File: config.mk
export PLATFORM = sky130hd
export DESIGN_NAME = serial_sub
export DESIGN_NICKNAME = d
export VERILOG_FILES = /design/src/rtl/serial_sub_pkg.sv /design/src/rtl/full_sub.sv /design/src/rtl/serial_sub.sv
export SDC_FILE = /design/constraint.sdc
export NUM_CORES = 1
export LEC_CHECK = 0
export ABC_AREA = 1
export ABC_CLOCK_PERIOD_IN_PS = 1700
export CAP_MARGIN = 10
export CELL_PAD_IN_SITES_DETAIL_PLACEMENT = 1
export CELL_PAD_IN_SITES_GLOBAL_PLACEMENT = 1
export CORE_UTILIZATION = 36
export DETAILED_ROUTE_END_ITERATION = 8
export PLACE_DENSITY_LB_ADDON = 0.12
export SLEW_MARGIN = 20
export SYNTH_ARGS = -nofsm -noshare
export SYNTH_HDL_FRONTEND = slang
export SYNTH_SLANG_ARGS = --single-unit
File: constraint.sdc
create_clock -name clk -period 1.7 [get_ports clk]
set_input_delay 0.34 -clock clk [delete_from_list [all_inputs] [get_ports clk]]
set_output_delay 0.34 -clock clk [all_outputs]
set_load 0.1 [all_outputs]
File: src/rtl/serial_sub_pkg.sv
// Shared types for the bit-serial subtractor: FSM state encoding and
// the counter-width helper.
package serial_sub_pkg;

   typedef enum logic [1:0] {
      IDLE = 2'd0,
      RUN  = 2'd1,
      DONE = 2'd2
   } state_e;

   function automatic int cnt_width(input int w);
      return (w > 1) ? $clog2(w) : 1;
   endfunction

endpackage

File: src/rtl/full_sub.sv
// Single-bit full subtractor cell: d = x - y - bi, bo = borrow out.
module full_sub (
   input  logic x,
   input  logic y,
   input  logic bi,
   output logic d,
   output logic bo
);

   assign d  = x ^ y ^ bi;
   assign bo = (~x & y) | (~(x ^ y) & bi);

endmodule

File: src/rtl/serial_sub.sv
// Bit-serial W-bit subtractor (LSB first) with valid/ready on both sides;
// one full_sub cell and a borrow flop do the arithmetic.
module serial_sub
   import serial_sub_pkg::*;
#(
   parameter int W = 4
) (
   input  logic         clk,
   input  logic         rst_n,
   input  logic         in_valid,
   output logic         in_ready,
   input  logic [W-1:0] a,
   input  logic [W-1:0] b,
   input  logic         bin,
   output logic         out_valid,
   input  logic         out_ready,
   output logic [W-1:0] diff,
   output logic         bout,
   output logic         zero,
   output logic         busy
);

   localparam int              CW   = cnt_width(W);
   localparam logic [CW-1:0]   LAST = CW'(W - 1);

   state_e         state_q, state_d;
   logic [W-1:0]   a_q, a_d, b_q, b_d;
   logic [W-1:0]   acc_q, acc_d, diff_q, diff_d;
   logic [CW-1:0]  cnt_q, cnt_d;
   logic           br_q, br_d, bout_q, bout_d, zero_q, zero_d;
   logic           d_s, bo_s;
   logic [W:0]     shift_s;

   full_sub u_cell (
      .x  (a_q[0]),
      .y  (b_q[0]),
      .bi (br_q),
      .d  (d_s),
      .bo (bo_s)
   );

   // New difference bit enters at the MSB; the working register only
   // becomes the visible result once the last bit is in.
   assign shift_s = {d_s, acc_q};

   always_comb begin
      state_d = state_q;
      a_d     = a_q;
      b_d     = b_q;
      acc_d   = acc_q;
      diff_d  = diff_q;
      cnt_d   = cnt_q;
      br_d    = br_q;
      bout_d  = bout_q;
      zero_d  = zero_q;
      case (state_q)
         IDLE: begin
            if (in_valid) begin
               a_d     = a;
               b_d     = b;
               br_d    = bin;
               cnt_d   = '0;
               state_d = RUN;
            end else begin
               state_d = IDLE;
            end
         end
         RUN: begin
            a_d   = a_q >> 1;
            b_d   = b_q >> 1;
            br_d  = bo_s;
            acc_d = shift_s[W:1];
            cnt_d = cnt_q + CW'(1);
            if (cnt_q == LAST) begin
               diff_d  = shift_s[W:1];
               bout_d  = bo_s;
               zero_d  = (shift_s[W:1] == '0);
               state_d = DONE;
            end else begin
               state_d = RUN;
            end
         end
         DONE: begin
            if (out_ready) begin
               state_d = IDLE;
            end else begin
               state_d = DONE;
            end
         end
         default: begin
            state_d = IDLE;
         end
      endcase
   end

   always_ff @(posedge clk or negedge rst_n) begin
      if (!rst_n) begin
         state_q <= IDLE;
         a_q     <= '0;
         b_q     <= '0;
         acc_q   <= '0;
         diff_q  <= '0;
         cnt_q   <= '0;
         br_q    <= 1'b0;
         bout_q  <= 1'b0;
         zero_q  <= 1'b0;
      end else begin
         state_q <= state_d;
         a_q     <= a_d;
         b_q     <= b_d;
         acc_q   <= acc_d;
         diff_q  <= diff_d;
         cnt_q   <= cnt_d;
         br_q    <= br_d;
         bout_q  <= bout_d;
         zero_q  <= zero_d;
      end
   end

   assign in_ready  = (state_q == IDLE);
   assign out_valid = (state_q == DONE);
   assign busy      = (state_q != IDLE);
   assign diff      = diff_q;
   assign bout      = bout_q;
   assign zero      = zero_q;

endmodule

==> report_table.html, run 1 <==
<table>
<tr><th>Metric</th><th>Value</th></tr>
<tr><th colspan="2">Synth</th></tr>
<tr><td>Flops &amp; latches, synth</td><td>22</td></tr>
<tr><td>Sequential-to-total area share from yosys stat</td><td>0.5479</td></tr>
<tr><td>Multiplexer area fraction after synthesis</td><td>0</td></tr>
<tr><td>Area share of xor/xnor cells in the synthesized design</td><td>0</td></tr>
<tr><td>Fraction of the mapped netlist area in compound gates</td><td>0.05604</td></tr>
<tr><td>Yosys top cell by area</td><td>sky130_fd_sc_hd__dfrtp_1</td></tr>
<tr><td>Portion of synthesized cell area occupied by the leading cell type</td><td>0.5479</td></tr>
<tr><td>Synthesized net count</td><td>136</td></tr>
<tr><td>Basic-gate share of the synthesized area counting and, or, nand and nor cells</td><td>0.2914</td></tr>
<tr><td>Count of distinct cell types in the synthesized netlist</td><td>15</td></tr>
<tr><td>Average instance area after synthesis</td><td>8.303 um^2</td></tr>
<tr><td>Largest cells by area after synthesis</td><td>sky130_fd_sc_hd__dfrtp_1, sky130_fd_sc_hd__nand2_1, sky130_fd_sc_hd__nand3_1</td></tr>
<tr><td>Adder and majority cell fraction of the synthesized area</td><td>0.03238</td></tr>
<tr><td>Cell count after synthesis</td><td>121</td></tr>
<tr><td>Dominant combinational cell family by area after synthesis</td><td>simple AND/OR/NAND/NOR gates</td></tr>
<tr><td>Syn. warnings</td><td>0</td></tr>
<tr><td>Total standard cell area after synthesis</td><td>1005 um^2</td></tr>
<tr><th colspan="2">Floorplan</th></tr>
<tr><td>Die ar.</td><td>roughly 3000 um^2</td></tr>
<tr><td>Core region area</td><td>2567 um^2</td></tr>
<tr><td>Effective utilization at floorplan</td><td>0.3913</td></tr>
<tr><td>Number of placement rows</td><td>18</td></tr>
<tr><td>Number of I/O pins</td><td>22</td></tr>
<tr><td>Y dimension of the die</td><td>between 50 and 60 um</td></tr>
<tr><td>Die Wd</td><td>between 50 and 60 um</td></tr>
<tr><th colspan="2">CTS</th></tr>
<tr><td>Number of buffers created by CTS</td><td>3</td></tr>
<tr><td>Number of sinks on the clock net</td><td>22</td></tr>
<tr><td>Clock root cell</td><td>sky130_fd_sc_hd__clkbuf_4</td></tr>
<tr><td>Cts repair resizes</td><td>0</td></tr>
<tr><td>Buffer depth of the longest clock path</td><td>2</td></tr>
<tr><td>Register clock-pin slew on the reported worst setup and hold paths</td><td>0.12 ns</td></tr>
<tr><td>H-tree depth reported by CTS</td><td>1</td></tr>
<tr><td>Setup repair bufs after CTS</td><td>0</td></tr>
<tr><td>Clock tree from TritonCTS</td><td>done</td></tr>
<tr><td>Worst skew pair latency</td><td>0.30 ns</td></tr>
<tr><td>Hold buffer count at cts</td><td>0</td></tr>
<tr><th colspan="2">Timing</th></tr>
<tr><td>Endpoints failing setup</td><td>0</td></tr>
<tr><td>Worst clock skew on the final layout</td><td>0.003857 ns</td></tr>
<tr><td>Measured slew at the worst slew-check pin</td><td>0.2812 ns</td></tr>
<tr><td>Headroom to the max-slew limit</td><td>0.8125</td></tr>
<tr><td>Final max-slew violation count</td><td>0</td></tr>
<tr><td>Hold Fails Final Rpt</td><td>0</td></tr>
<tr><td>Min Clock Period, post-route</td><td>1.618 ns</td></tr>
<tr><td>Crit share post-route</td><td>0.9519</td></tr>
<tr><td>RSZ-0062 raised after global routing</td><td>no</td></tr>
<tr><td>Maximum operating frequency</td><td>roughly 620 MHz</td></tr>
<tr><td>Hold Worst Slack</td><td>between 0.3 and 0.4 ns</td></tr>
<tr><th colspan="2">Run status</th></tr>
<tr><td>Outcome</td><td>finished, final reports clean</td></tr>
<tr><th colspan="2">Drt</th></tr>
<tr><td>Vias after detailed routing</td><td>859</td></tr>
<tr><td>Drt drc</td><td>0</td></tr>
<tr><td>Avg Vias per Cell</td><td>4.881</td></tr>
<tr><td>Wirelength per Cell</td><td>roughly 13 um</td></tr>
<tr><td>Number of nets still failing antenna checks after routing</td><td>0</td></tr>
<tr><td>Post-detailed-routing wire length</td><td>2.266 mm</td></tr>
<tr><td>Number of violations reported at the end of detailed-routing iteration 0</td><td>16</td></tr>
<tr><td>Total iterations of the first detailed-routing run</td><td>4</td></tr>
<tr><th colspan="2">Place</th></tr>
<tr><td>HPWL reported at the end of detailed placement</td><td>about 1.7 mm</td></tr>
<tr><td>Routability congestion estimate from global placement</td><td>0.7563</td></tr>
<tr><td># placed instances</td><td>172</td></tr>
<tr><td>Area after DPL</td><td>1353 um^2</td></tr>
<tr><td>I/O Buffers</td><td>21</td></tr>
<tr><th colspan="2">Worst setup path</th></tr>
<tr><td>Crit path max fanout</td><td>7</td></tr>
<tr><td>Worst setup SP type</td><td>flip-flop</td></tr>
<tr><td>Crit path DAT</td><td>1.28 ns</td></tr>
<tr><td>Critical path endpoint category</td><td>primary output</td></tr>
<tr><td>Cell-by-cell listing of the critical path</td><td>nor2_4 -&gt; inv_1 -&gt; buf_12</td></tr>
<tr><td>Delay of the slowest cell on the worst path</td><td>0.50 ns</td></tr>
<tr><td>Kind of cell adding the most delay to the critical path</td><td>flip-flops</td></tr>
<tr><td>CP required</td><td>1.36 ns</td></tr>
<tr><td>Worst Path Buf+Inv</td><td>2</td></tr>
<tr><td>Library cell contributing the largest single delay on the critical path</td><td>sky130_fd_sc_hd__dfrtp_2</td></tr>
<tr><td>Crit Path Category</td><td>reg2out</td></tr>
<tr><th colspan="2">GRT</th></tr>
<tr><td>Vias in the first global route</td><td>872</td></tr>
<tr><td>Total grt overflow</td><td>0</td></tr>
<tr><td>Number of antenna violations at the first check in global routing</td><td>0</td></tr>
<tr><td>Largest net degree at the start of global routing</td><td>23</td></tr>
<tr><td>Global Route Usage Sum</td><td>0.1801</td></tr>
<tr><td>First-pass GRT wire length</td><td>3.726 mm</td></tr>
<tr><th colspan="2">Final layout</th></tr>
<tr><td>Ratio of cells with drive above 1 in the final layout</td><td>0.1575</td></tr>
<tr><td>Most common library cell in the layout ignoring fill and taps</td><td>sky130_fd_sc_hd__nand2_1</td></tr>
<tr><td>Post-route design area</td><td>about 1400 um^2</td></tr>
<tr><td>Area growth from synthesis to layout</td><td>38.36%</td></tr>
<tr><td>Number of nets in the layout</td><td>between 150 and 200</td></tr>
<tr><td>Util after Layout</td><td>0.5414</td></tr>
<tr><td>Non-filler instance count after layout</td><td>around 180</td></tr>
<tr><td>Commonest cells after routing, fill and taps aside</td><td>sky130_fd_sc_hd__nand2_1, sky130_fd_sc_hd__dfrtp_1, sky130_fd_sc_hd__clkdlybuf4s50_1, sky130_fd_sc_hd__nand3_1, sky130_fd_sc_hd__inv_1</td></tr>
<tr><td>Diodes inserted</td><td>0</td></tr>
<tr><th colspan="2">Job</th></tr>
<tr><td>Count of maximum capacitance violations</td><td>0</td></tr>
<tr><th colspan="2">Worst hold path</th></tr>
<tr><td>Hold crit path type</td><td>in2async</td></tr>
</table>
-- sequential cells by signal, indices dropped and copies added (netlist names) --
| signal | flops |
|---|---|
| b_q | 4 |
| bout | 1 |
| cnt_q | 2 |
| br_q | 1 |
| state_q | 2 |
| zero | 1 |
| a_q | 4 |
| acc_q | 3 |
| diff | 4 |
-- metrics by stage --
stage | setup slack, ns | setup TNS [ns]
2_1_floorplan | -0.3203 | -0.3332
3_3_place_gp | 0.3248 | 0
3_5_place_dp | 0.2685 | 0
4_1_cts | 0.01193 | 0
5_1_grt | 0.02276 | 0
6_report | 0.08174 | 0
-- cells by family (layout without fill, tap and decap cells) --
kind of cell,Yosys count,count (layout)
compound gates,10,10
flops,22,22
buf+inv,15,40
simple gates,72,72
fa+ha+maj,2,2
-- per-layer routing --
layer | global-route usage | share of wire
met3 | 0.02500 | 0.029
met5 | 0 | 0
met1 | 0.2238 | 0.47
met2 | 0.3072 | 0.50
met4 | 0.07692 | 0.0053
-- worst reg2reg max path, cell delays in order, from the launching register on --
cell and delay, ns:
sky130_fd_sc_hd__dfrtp_1 0.43, sky130_fd_sc_hd__inv_1 0.21, sky130_fd_sc_hd__buf_4 0.20, sky130_fd_sc_hd__nand3_2 0.22, sky130_fd_sc_hd__nand2_1 0.14, sky130_fd_sc_hd__o21ai_0 0.09
-- layout make-up --
cell class	count	area (um^2)
Clock buffer	4	36.28
Multi-Input combinational cell	84	389.1
Inverter	10	37.54
Sequential cell	22	551.8
Fill cell	309	1177
Timing Repair Buffer	26	337.8
Tap cell	30	37.54
-- cells in the mapped netlist --
| library cell | count |
|---|---|
| sky130_fd_sc_hd__nor2_1 | 2 |
| sky130_fd_sc_hd__nand2_1 | 57 |
| sky130_fd_sc_hd__buf_2 | 1 |
| sky130_fd_sc_hd__ha_1 | 1 |
| sky130_fd_sc_hd__o21ai_1 | 3 |
| sky130_fd_sc_hd__fa_1 | 1 |
| sky130_fd_sc_hd__nor2_2 | 1 |
| sky130_fd_sc_hd__nand3_2 | 1 |
| sky130_fd_sc_hd__inv_1 | 10 |
| sky130_fd_sc_hd__o21ai_0 | 5 |
| sky130_fd_sc_hd__buf_4 | 4 |
| sky130_fd_sc_hd__nand3_1 | 11 |
| sky130_fd_sc_hd__o31ai_1 | 1 |
| sky130_fd_sc_hd__o21ai_2 | 1 |
| sky130_fd_sc_hd__dfrtp_1 | 22 |
-- final timing paths --
kind | startpoint | to | slack [ns] | depth (start not counted)
worst max-delay path | state_q[0] | busy | 0.08 | 3
worst min-delay path | rst_n | a_q[0] | 0.37 | 2
worst max register to register | state_q[1] | zero | 0.29 | 5
worst min register to register | cnt_q[1] | cnt_q[1] | 0.49 | 2
max in group asynchronous | rst_n | state_q[0] | 1.09 | 2
min in group clk | cnt_q[1] | cnt_q[1] | 0.49 | 2
Power of run 1 is left out: the tool's default activity adds up to more than one toggle a clock period on the data nets, which glitch-free logic cannot reach.
==> run 2: changes to the inputs <==
- ABC_CLOCK_PERIOD_IN_PS: 1700 -> 1600
- HOLD_SLACK_MARGIN: default -> 0.15
- clock period: 1.7 -> 1.6 ns (I/O delays scaled with it)
==> report_table.html, run 2 (synthesized netlist as in run 1, its figures left out) <==
<table>
<tr><th>Metric</th><th>Value</th></tr>
<tr><th colspan="2">Place</th></tr>
<tr><td>I/O Buffers</td><td>21</td></tr>
<tr><td>HPWL reported at the end of detailed placement</td><td>approximately 1.8 mm</td></tr>
<tr><td>Routability congestion estimate from global placement</td><td>0.6937</td></tr>
<tr><td># placed instances</td><td>173</td></tr>
<tr><th colspan="2">Final layout</th></tr>
<tr><td>Area growth from synthesis to layout</td><td>38.48%</td></tr>
<tr><td>Non-filler instance count after layout</td><td>177</td></tr>
<tr><td>Diodes inserted</td><td>0</td></tr>
<tr><td>Commonest cells after routing, fill and taps aside</td><td>sky130_fd_sc_hd__nand2_1, sky130_fd_sc_hd__dfrtp_1, sky130_fd_sc_hd__clkdlybuf4s50_1, sky130_fd_sc_hd__nand3_1, sky130_fd_sc_hd__inv_1</td></tr>
<tr><td>Util after Layout</td><td>0.5419</td></tr>
<tr><td>Number of nets in the layout</td><td>164</td></tr>
<tr><td>Most common library cell in the layout ignoring fill and taps</td><td>sky130_fd_sc_hd__nand2_1</td></tr>
<tr><td>Ratio of cells with drive above 1 in the final layout</td><td>0.1633</td></tr>
<tr><th colspan="2">Floorplan</th></tr>
<tr><td>Effective utilization at floorplan</td><td>0.3913</td></tr>
<tr><td>Core region area</td><td>2567 um^2</td></tr>
<tr><td>Die ar.</td><td>3006 um^2</td></tr>
<tr><td>Number of placement rows</td><td>18</td></tr>
<tr><td>Die Wd</td><td>54.83 um</td></tr>
<tr><td>Number of I/O pins</td><td>22</td></tr>
<tr><td>Y dimension of the die</td><td>54.83 um</td></tr>
<tr><th colspan="2">Worst setup path</th></tr>
<tr><td>FF-to-FF path depth</td><td>5</td></tr>
<tr><td>Cell-by-cell listing of the critical path</td><td>nor2_4 -&gt; inv_1 -&gt; buf_12</td></tr>
<tr><td>Critical path endpoint category</td><td>primary output</td></tr>
<tr><td>Crit Path Category</td><td>reg2out</td></tr>
<tr><td>Reg2reg setup slack</td><td>~0.24 ns</td></tr>
<tr><td>Delay of the slowest cell on the worst path</td><td>0.50 ns</td></tr>
<tr><td>Crit path max fanout</td><td>7</td></tr>
<tr><td>CP required</td><td>~1.3 ns</td></tr>
<tr><td>Library cell contributing the largest single delay on the critical path</td><td>sky130_fd_sc_hd__dfrtp_2</td></tr>
<tr><td>Worst R2R End</td><td>zero</td></tr>
<tr><td>Crit path DAT</td><td>1.23 ns</td></tr>
<tr><td>Worst setup SP type</td><td>flip-flop</td></tr>
<tr><td>Launching point of the worst reg2reg path</td><td>state_q[1]</td></tr>
<tr><th colspan="2">Timing</th></tr>
<tr><td>Maximum operating frequency</td><td>between 600 and 700 MHz</td></tr>
<tr><td>Min Clock Period, post-route</td><td>1.548 ns</td></tr>
<tr><td>RSZ-0062 raised after global routing</td><td>no</td></tr>
<tr><td>Headroom to the max-slew limit</td><td>0.8102</td></tr>
<tr><td>Fin Setup TNS</td><td>0 ns</td></tr>
<tr><td>Hold Fails Final Rpt</td><td>0</td></tr>
<tr><td>Hold Worst Slack</td><td>0.3540 ns</td></tr>
<tr><td>Endpoints failing setup</td><td>0</td></tr>
<tr><td>Worst clock skew on the final layout</td><td>0.003184 ns</td></tr>
<tr><td>Measured slew at the worst slew-check pin</td><td>about 0.28 ns</td></tr>
<tr><td>Final max-slew violation count</td><td>0</td></tr>
<tr><td>Crit share post-route</td><td>0.9672</td></tr>
<tr><th colspan="2">Drt</th></tr>
<tr><td>Post-detailed-routing wire length</td><td>around 2.3 mm</td></tr>
<tr><td>Drt drc</td><td>0</td></tr>
<tr><td>Number of nets still failing antenna checks after routing</td><td>0</td></tr>
<tr><td>Avg Vias per Cell</td><td>about 5.0</td></tr>
<tr><td>Wirelength per Cell</td><td>between 10 and 15 um</td></tr>
<tr><td>Number of violations reported at the end of detailed-routing iteration 0</td><td>4</td></tr>
<tr><td>Vias after detailed routing</td><td>887</td></tr>
<tr><td>Total iterations of the first detailed-routing run</td><td>4</td></tr>
<tr><th colspan="2">GRT</th></tr>
<tr><td>Vias in the first global route</td><td>893</td></tr>
<tr><td>First-pass GRT wire length</td><td>3.919 mm</td></tr>
<tr><td>Largest net degree at the start of global routing</td><td>23</td></tr>
<tr><td>Global Route Usage Sum</td><td>0.1836</td></tr>
<tr><td>Total grt overflow</td><td>0</td></tr>
<tr><td>Number of antenna violations at the first check in global routing</td><td>0</td></tr>
<tr><th colspan="2">CTS</th></tr>
<tr><td>Clock root cell</td><td>sky130_fd_sc_hd__clkbuf_4</td></tr>
<tr><td>Worst skew pair latency</td><td>0.29 ns</td></tr>
<tr><td>Clock tree from TritonCTS</td><td>done</td></tr>
<tr><td>Register clock-pin slew on the reported worst setup and hold paths</td><td>0.12 ns</td></tr>
<tr><td>Number of buffers created by CTS</td><td>3</td></tr>
<tr><td>Buffer depth of the longest clock path</td><td>2</td></tr>
<tr><td>H-tree depth reported by CTS</td><td>1</td></tr>
<tr><td>Number of sinks on the clock net</td><td>22</td></tr>
<tr><th colspan="2">Job</th></tr>
<tr><td>Count of maximum capacitance violations</td><td>0</td></tr>
<tr><th colspan="2">Run status</th></tr>
<tr><td>Outcome</td><td>finished, final reports clean</td></tr>
<tr><th colspan="2">Worst hold path</th></tr>
<tr><td>Hold crit path type</td><td>in2async</td></tr>
</table>
run 2: changes by cell type in the layout (fill, tap and decap cells not counted), sizes merged:
| cell | delta |
|---|---|
| buf | +2 |
| clkbuf | -1 |
run 2: worst max-delay path by stage:
stage / endpoint / cells past startpoint / slack, ns / startpoint
3_5_place_dp: cnt_q[0] / 5 / 0.19 / in_valid
3_3_place_gp: cnt_q[0] / 5 / 0.25 / in_valid
6_report: busy / 3 / 0.05 / state_q[0]
4_1_cts: busy / 3 / 0.005 / state_q[0]
2_1_floorplan: busy / 3 / -0.40 / state_q[0]
5_1_grt: busy / 3 / 0.009 / state_q[0]
run 2: through the flow:
stage                     cell area [um^2]  setup slack, ns
after global routing                  1391         0.009459
after detailed placement              1360           0.1868
after floorplan                       1012          -0.4003
after global placement                1360           0.2535
after CTS                             1384         0.004808
final                                 1391          0.05247
run 2: area by class of cell:
type                    count  area, um^2
multi-input cells          84       389.1
fillers                   316        1176
inverters                  10       37.54
clock buffers               3       22.52
repair buffers             28       352.8
well taps                  30       37.54
flip-flops and latches     22       551.8
run 2: worst max-delay path, delay by kind of cell (launching register included):
| kind | cells | cell delay [ns] |
|---|---|---|
| flip-flops | 1 | 0.50 |
| buffers and inverters | 2 | 0.26 |
| AND/OR/NAND/NOR | 1 | 0.17 |
run 2: what timing repair did:
action                                  4_1_cts  5_1_grt
endpoints found under the hold margin         0        0
hold buffers                                  0        0
gates resized for setup                       1        0
pin swaps                                     0        1
endpoints found under the setup margin        1        1
buffers inserted                              0        1
run 2: routing by layer:
| layer | vias to the layer above | track usage | wire length, um |
|---|---|---|---|
| met2 | 14 | 0.3032 | 1114 |
| met3 | 2 | 0.02500 | 70 |
| li1 | 429 | - | - |
| met1 | 442 | 0.2444 | 1105 |
| met5 | - | 0 | 0 |
| met4 | 0 | 0.05983 | 15 |
Power of run 2 is left out for the same reason.
==> run 3: changes to the inputs <==
- ABC_CLOCK_PERIOD_IN_PS: 1600 -> 1800
- CORE_UTILIZATION: 36 -> 38
- clock period: 1.6 -> 1.8 ns (I/O delays scaled with it)
==> report_table.html, run 3 (synthesized netlist as in run 1, its figures left out) <==
<table>
<tr><th>Metric</th><th>Value</th></tr>
<tr><th colspan="2">Floorplan</th></tr>
<tr><td>Core region area</td><td>between 2000 and 2500 um^2</td></tr>
<tr><td>Y dimension of the die</td><td>between 50 and 60 um</td></tr>
<tr><td>Die Wd</td><td>between 50 and 60 um</td></tr>
<tr><td>Effective utilization at floorplan</td><td>0.4056</td></tr>
<tr><td>Number of placement rows</td><td>18</td></tr>
<tr><td>Number of I/O pins</td><td>22</td></tr>
<tr><td>Die ar.</td><td>2854 um^2</td></tr>
<tr><th colspan="2">Timing</th></tr>
<tr><td>Measured slew at the worst slew-check pin</td><td>0.2809 ns</td></tr>
<tr><td>Endpoints failing setup</td><td>0</td></tr>
<tr><td>Min Clock Period, post-route</td><td>~1.7 ns</td></tr>
<tr><td>Final max-slew violation count</td><td>0</td></tr>
<tr><td>Crit share post-route</td><td>0.9446</td></tr>
<tr><td>RSZ-0062 raised after global routing</td><td>no</td></tr>
<tr><td>Hold Fails Final Rpt</td><td>0</td></tr>
<tr><td>Worst clock skew on the final layout</td><td>0.009070 ns</td></tr>
<tr><td>Headroom to the max-slew limit</td><td>0.8127</td></tr>
<tr><td>Maximum operating frequency</td><td>588.1 MHz</td></tr>
<tr><th colspan="2">Drt</th></tr>
<tr><td>Length of routed wiring on met1</td><td>1.117 mm</td></tr>
<tr><td>Avg Vias per Cell</td><td>4.932</td></tr>
<tr><td>Number of violations reported at the end of detailed-routing iteration 0</td><td>18</td></tr>
<tr><td>Drt drc</td><td>0</td></tr>
<tr><td>Wirelength per Cell</td><td>13.78 um</td></tr>
<tr><td>Post-detailed-routing wire length</td><td>about 2.4 mm</td></tr>
<tr><td>Vias after detailed routing</td><td>just under 900</td></tr>
<tr><td>Total iterations of the first detailed-routing run</td><td>4</td></tr>
<tr><td>Detailed-routed wire length on met2</td><td>1.177 mm</td></tr>
<tr><td>Detailed route wirelength on metal3</td><td>roughly 100 um</td></tr>
<tr><td>Number of nets still failing antenna checks after routing</td><td>0</td></tr>
<tr><td>Uppermost routed layer</td><td>met4</td></tr>
<tr><th colspan="2">GRT</th></tr>
<tr><td>Total grt overflow</td><td>0</td></tr>
<tr><td>First-pass GRT wire length</td><td>3.926 mm</td></tr>
<tr><td>Global Route Usage Sum</td><td>0.2016</td></tr>
<tr><td>Largest net degree at the start of global routing</td><td>23</td></tr>
<tr><td>Vias in the first global route</td><td>840</td></tr>
<tr><td>Number of antenna violations at the first check in global routing</td><td>0</td></tr>
<tr><th colspan="2">Place</th></tr>
<tr><td>I/O Buffers</td><td>21</td></tr>
<tr><td>Routability congestion estimate from global placement</td><td>0.7172</td></tr>
<tr><td>HPWL reported at the end of detailed placement</td><td>about 1.8 mm</td></tr>
<tr><td># placed instances</td><td>172</td></tr>
<tr><th colspan="2">CTS</th></tr>
<tr><td>Register clock-pin slew on the reported worst setup and hold paths</td><td>0.13 ns</td></tr>
<tr><td>Cts repair resizes</td><td>0</td></tr>
<tr><td>H-tree depth reported by CTS</td><td>1</td></tr>
<tr><td>Clock root cell</td><td>sky130_fd_sc_hd__clkbuf_4</td></tr>
<tr><td>Buffer depth of the longest clock path</td><td>2</td></tr>
<tr><td>Number of buffers created by CTS</td><td>3</td></tr>
<tr><td>Clock tree from TritonCTS</td><td>done</td></tr>
<tr><td>Number of sinks on the clock net</td><td>22</td></tr>
<tr><td>Setup repair bufs after CTS</td><td>0</td></tr>
<tr><td>Hold buffer count at cts</td><td>0</td></tr>
<tr><td>Worst skew pair latency</td><td>between 0.3 and 0.4 ns</td></tr>
<tr><th colspan="2">Worst setup path</th></tr>
<tr><td>Kind of cell adding the most delay to the critical path</td><td>flip-flops</td></tr>
<tr><td>Crit path DAT</td><td>roughly 1.3 ns</td></tr>
<tr><td>Worst setup SP type</td><td>flip-flop</td></tr>
<tr><td>Library cell contributing the largest single delay on the critical path</td><td>sky130_fd_sc_hd__dfrtp_2</td></tr>
<tr><td>CP required</td><td>roughly 1.4 ns</td></tr>
<tr><td>Cell-by-cell listing of the critical path</td><td>nor2_4 -&gt; inv_1 -&gt; buf_12</td></tr>
<tr><td>Reg2reg setup slack</td><td>0.49 ns</td></tr>
<tr><td>Crit Path Category</td><td>reg2out</td></tr>
<tr><td>Worst Path Buf+Inv</td><td>2</td></tr>
<tr><td>Crit path max fanout</td><td>12</td></tr>
<tr><td>Critical path endpoint category</td><td>primary output</td></tr>
<tr><td>Delay of the slowest cell on the worst path</td><td>about 0.54 ns</td></tr>
<tr><th colspan="2">Run status</th></tr>
<tr><td>Outcome</td><td>finished, final reports clean</td></tr>
<tr><th colspan="2">Final layout</th></tr>
<tr><td>Ratio of cells with drive above 1 in the final layout</td><td>0.1575</td></tr>
<tr><td>Area growth from synthesis to layout</td><td>38.36%</td></tr>
<tr><td>Non-filler instance count after layout</td><td>roughly 180</td></tr>
<tr><td>Most common library cell in the layout ignoring fill and taps</td><td>sky130_fd_sc_hd__nand2_1</td></tr>
<tr><td>Commonest cells after routing, fill and taps aside</td><td>sky130_fd_sc_hd__nand2_1, sky130_fd_sc_hd__dfrtp_1, sky130_fd_sc_hd__clkdlybuf4s50_1, sky130_fd_sc_hd__nand3_1, sky130_fd_sc_hd__inv_1</td></tr>
<tr><td>Fillers</td><td>between 200 and 300</td></tr>
<tr><td>Diodes inserted</td><td>0</td></tr>
<tr><td>Number of nets in the layout</td><td>162</td></tr>
<tr><th colspan="2">Worst hold path</th></tr>
<tr><td>Hold crit path type</td><td>in2async</td></tr>
<tr><th colspan="2">Job</th></tr>
<tr><td>Count of maximum capacitance violations</td><td>0</td></tr>
</table>
run 3: changes by cell type in the layout (fill, tap and decap cells not counted), sizes merged:
cell    delta
clkbuf     +1
buf        -2
run 3: metrics by stage:
step	hold slack, ns	instance area [um^2]	TNS, ns	setup WS, ns	util
floorplan	0.06441	1012	-0.2403	-0.2403	-
global placement	0.4606	1353	0	0.3852	0.5460
detailed placement	0.4750	1353	0	0.3281	0.5460
CTS	0.3837	1389	0	0.005647	0.5606
global route	0.4086	1390	0	0.04561	0.5611
finish	0.3766	1390	0	0.09973	0.5611
run 3: worst paths after layout:
kind,start,depth (start not counted),endpoint
setup / recovery,state_q[0],3,busy
hold reg to reg,a_q[3],2,a_q[3]
max in group asynchronous,rst_n,2,state_q[0]
hold / removal,rst_n,2,state_q[0]
setup reg to reg,b_q[0],5,zero
min in group clk,a_q[3],2,a_q[3]
run 3: area by class of cell:
type	count	area [um^2]	share of cell area
Sequential cell	22	551.8	0.3969
Multi-Input combinational cell	84	389.1	0.2799
Timing Repair Buffer	26	337.8	0.2430
Inverter	10	37.54	0.02700
Tap cell	30	37.54	0.02700
Clock buffer	4	36.28	0.02610
run 3: routing by layer:
layer	vias up	global-route usage
met5	-	0
met4	0	0.09211
met3	2	0.03448
met2	20	0.3188
met1	420	0.2648
li1	426	-
Power of run 3 is left out for the same reason.
